[src/rtl/demux8_collector.sv]
// Registered 1-to-8 demultiplexer and frame collector.
// Steers handshaked words into eight slots and holds the full frame until it is acknowledged.
module demux8_collector #(
    parameter int Size = 8
) (
    input  logic            clock,
    input  logic            reset,
    input  logic            mode,
    input  logic [2:0]      select,
    input  logic [Size-1:0] data_i,
    input  logic            data_i_valid,
    output logic            data_i_ready,
    output logic [Size-1:0] data_o00,
    output logic [Size-1:0] data_o01,
    output logic [Size-1:0] data_o02,
    output logic [Size-1:0] data_o03,
    output logic [Size-1:0] data_o04,
    output logic [Size-1:0] data_o05,
    output logic [Size-1:0] data_o06,
    output logic [Size-1:0] data_o07,
    output logic [7:0]      data_o_valid,
    output logic            frame_done,
    input  logic            frame_ack
);

    typedef enum logic {
        FILL,
        HOLD
    } state_t;

    state_t          state_q, state_d;
    logic [2:0]      cnt_q, cnt_d;
    logic [Size-1:0] slot_q [8];
    logic [Size-1:0] slot_d [8];
    logic [7:0]      vld_q, vld_d;
    logic            done_q, done_d;
    logic [2:0]      idx;
    logic            xfer;

    assign data_i_ready = !reset && (state_q == FILL);
    assign xfer         = data_i_valid && data_i_ready;
    assign idx          = mode ? cnt_q : select;

    always_comb begin
        state_d = state_q;
        cnt_d   = cnt_q;
        slot_d  = slot_q;
        vld_d   = vld_q;
        done_d  = done_q;
        if (xfer) begin
            slot_d[idx] = data_i;
            vld_d       = vld_q | (8'b1 << idx);
            if (mode) begin
                cnt_d = cnt_q + 3'd1;
            end
            // Completion on the edge that fills the last empty slot
            if (vld_d == 8'hFF) begin
                state_d = HOLD;
                done_d  = 1'b1;
            end
        end else if (state_q == HOLD && frame_ack) begin
            state_d = FILL;
            cnt_d   = 3'd0;
            vld_d   = 8'h00;
            done_d  = 1'b0;
        end
    end

    always_ff @(posedge clock) begin
        if (reset) begin
            state_q <= FILL;
            cnt_q   <= 3'd0;
            slot_q  <= '{default: '0};
            vld_q   <= 8'h00;
            done_q  <= 1'b0;
        end else begin
            state_q <= state_d;
            cnt_q   <= cnt_d;
            slot_q  <= slot_d;
            vld_q   <= vld_d;
            done_q  <= done_d;
        end
    end

    assign data_o00     = slot_q[0];
    assign data_o01     = slot_q[1];
    assign data_o02     = slot_q[2];
    assign data_o03     = slot_q[3];
    assign data_o04     = slot_q[4];
    assign data_o05     = slot_q[5];
    assign data_o06     = slot_q[6];
    assign data_o07     = slot_q[7];
    assign data_o_valid = vld_q;
    assign frame_done   = done_q;

endmodule

[config.mk]
export PLATFORM = sky130hd
export DESIGN_NAME = demux8_collector
export DESIGN_NICKNAME = d
export VERILOG_FILES = /design/src/rtl/demux8_collector.sv
export SDC_FILE = /design/constraint.sdc
export NUM_CORES = 1
export LEC_CHECK = 0
export CAP_MARGIN = 20
export CORE_ASPECT_RATIO = 2
export CORE_MARGIN = 1.5
export CORE_UTILIZATION = 30
export DETAILED_ROUTE_END_ITERATION = 6
export PLACE_DENSITY_LB_ADDON = 0.15
export RECOVER_POWER = 50
export SLEW_MARGIN = 25
export SYNTH_ARGS = -nofsm -noshare
export SYNTH_HDL_FRONTEND = slang
export SYNTH_SLANG_ARGS = --single-unit
[constraint.sdc]
create_clock -name clock -period 2.03 [get_ports clock]
set_input_delay 0.609 -clock clock [delete_from_list [all_inputs] [get_ports clock]]
set_output_delay 0.609 -clock clock [all_outputs]
set_load 0.01 [all_outputs]
==> metrics.txt <==
average size of a mapped cell 10.06 um^2; root buffer cell clkbuf_16; post-place setup slack -0.3690 ns; DRC errors left 0; CP Capture Type flip-flop; Fin. Hold Viols 0; # IOs 90; via count 2493; htree depth 3; Syn. warnings 0; Final period util 96.45%; WHS Endpoint data_o05[4]; Filler cells 950; nets 421; CP max stage cell clkdlybuf4s50_1; Worst R2R End data_o07[3]; Die Ht 145.3 um; Max Cap Viol 0; CTS tree done; IO Port Bufs 89; HPWL after DPL 6449 um; Clock Latency Late Sink 0.33 ns; crit start category primary input; max incr delay on CP 0.54 ns; # rows 51; crit path max fanout 5; post-route ant nets 0; Reg2Reg Setup Slack 0.27 ns; met3 Resource Use GR approximately 4.5%; cell count after synthesis 302; Synth area leaders dfxtp_1, mux2i_1, nor2_1; RSZ-0062 raised after global routing false; RR Startpoint frame_done; outcome finished, final reports clean; vias per cell 4.600; worst min path class flip-flop to flip-flop; PwrDens 754.8 nW/um^2; VDD IR-drop max 0.4893 mV; total power draw 3453 uW; HP Start data_o05[4]; pin count of the biggest net entering global routing 58; clock skew 0.008118 ns; Total Die Area 10780 um^2; Post-synth top flop dfxtp_1; Clock transition at path regs 0.05 ns; count leader, synth dfxtp_1; Final setup viols 0; busiest grt layer met2; first-pass GRT wire length 13720 um; Initial Util ~31%; top post-synthesis cells by count dfxtp_1, nor2_1, mux2i_1; final wirelength 8997 um; Cell Chain, Critical Path clkdlybuf4s50_1 -> mux2i_1 -> buf_4 -> a211oi_1 -> buf_6 -> buf_12 -> mux2i_1 -> nor2_1; post-synth top area share 50.06%; Clock Sinks 76; cell count after placement 521; met1 Use GR 18.70%; CP arrival 2.15 ns; Starting DRT DRC Count 87; syn nets roughly 320; area of the core 9763 um^2; Max Clock Freq 0.5107 GHz; Layout area overhead 50.51%; Critical Path Start select[2]; area leader, netlist dfxtp_1; Clock Path Buffers 2; first-pass detailed-route iteration total 4; Netlist Area Pre-Place about 3000 um^2; Avg WL per Cell 16.60 um; minimum clock period 1.958 ns; setup ws final 0.07205 ns; R2R cell count 6; Yosys reg bits 76; met2 usage between 20% and 30%; share of cells above drive strength 1 12.47%; Slew Viols, Final 0; Async SR Flop Fraction 0%; Tot GR Track Use 17.52%; post-synthesis sequential area ratio 50.06%; Synth cell types 29; final core utilization 46.85%; Cells on Worst Hold Path 2; Pleak 0.002157 uW; Post-synth EDFFs 0; initial antenna violation count 1; WP data required 2.22 ns; slew margin rel. 60.00%; Chip Width 74.17 um; Finished Layout Cells 542; GPL Wtd Cong 0.7684; CTS buffer count 9; Setup CP Type primary input to flip-flop; critical path's most frequent cell mux2i_1; vias in the first global route about 2500; measured slew at the worst slew-check pin between 0.5 and 0.6 ns; total global routing overflow 0
-- report_power, final --
group          switching [uW]  internal, uW  leakage, uW
Clock                     580          1100     0.000159
Sequential               16.0          1510     0.000614
Combinational             129           113      0.00138
-- critical path: cells and delay by family --
kind / cells / cell delay (ns)
simple gates: 1 / 0.06
compound gates: 1 / 0.23
buf+inv: 4 / 1.00
mux: 2 / 0.26
-- metal layers --
metal,wire length [um],share of wire [%],vias to the layer above
li1,-,-,1246
met1,3328,37,1163
met2,5058,56,70
met3,387,4.3,14
met4,223,2.5,0
met5,0,0,-
-- timing repair --
action	4_1_cts	5_1_grt
buffers inserted	1	0
gates cloned	3	0
pin swaps	1	3
setup endpoints to repair	11	22
resized for setup	11	3
hold buffers	0	0
-- cells in the final DEF (no fill, tap or decap), types with 2 or more instances in the layout --
| cell | count |
|---|---|
| o2111ai_1 | 3 |
| a21oi_1 | 12 |
| clkdlybuf4s50_1 | 36 |
| dlymetal6s2s_1 | 3 |
| buf_2 | 3 |
| nor2_1 | 67 |
| buf_6 | 3 |
| and3_1 | 2 |
| o211ai_1 | 10 |
| nor3_1 | 2 |
| clkinv_2 | 3 |
| nor3b_1 | 7 |
| dfxtp_1 | 76 |
| a211oi_1 | 2 |
| bufinv_16 | 2 |
| mux2i_1 | 66 |
| and3b_1 | 3 |
| buf_12 | 4 |
| nand2_1 | 8 |
| clkbuf_1 | 3 |
| buf_4 | 16 |
| clkbuf_16 | 9 |
| nand3_1 | 4 |
| dlygate4sd3_1 | 47 |
| dlygate4sd2_1 | 2 |
-- layout make-up --
| cell class | count | area [um^2] | area share (%) |
|---|---|---|---|
| clock buffer | 11 | 242.7 | 5.306 |
| tap | 132 | 165.2 | 3.610 |
| multi-input combinational | 199 | 1390 | 30.39 |
| timing repair buffer | 118 | 1177 | 25.74 |
| antenna | 1 | 2.502 | 0.05470 |
| sequential | 76 | 1521 | 33.26 |
| clock inverter | 5 | 75.07 | 1.641 |
-- worst max path at each step --
stage	end	slack, ns	cells after the start
global placement	frame_done	-0.42	8
detailed placement	data_o03[1]	-0.37	7
global route	data_o07[5]	0.005	8
floorplan	data_i_ready	0.05	4
CTS	frame_done	0.01	7
finish	data_o07[3]	0.07	8
-- stage by stage --
| step | area, um^2 | hold WS, ns | TNS (ns) |
|---|---|---|---|
| 6_report | 4574 | 0.4853 | 0 |
| 4_1_cts | 4592 | 0.4967 | 0 |
| 5_1_grt | 4574 | 0.5003 | 0 |
| 3_5_place_dp | 4190 | 0.4816 | -19.44 |
| 3_3_place_gp | 4190 | 0.4747 | -20.82 |
| 2_1_floorplan | 3039 | 0.5047 | 0 |
-- logic make-up (layout without fill, tap and decap cells) --
kind of cell    count (synthesis)  count (layout)  share of synthesized area, %
simple gates                   99              99                         15.11
flops                          76              76                         50.06
mux                            68              68                         22.60
compound gates                 30              30                         6.834
buf+inv                        27             134                         4.693
fa+ha+maj                       1               1                        0.4116
xor+xnor                        1               1                        0.2882
other cells                     0               1                             0
-- sequential cells by signal, summed over array words and instances (netlist names) --
register and count:
data_o07 8, cnt_q 3, data_o01 8, frame_done 1, data_o04 8, data_o02 8
data_o05 8, data_o03 8, data_o00 8, data_o06 8, data_o_valid 8
Power figures use the tool's default switching activity.
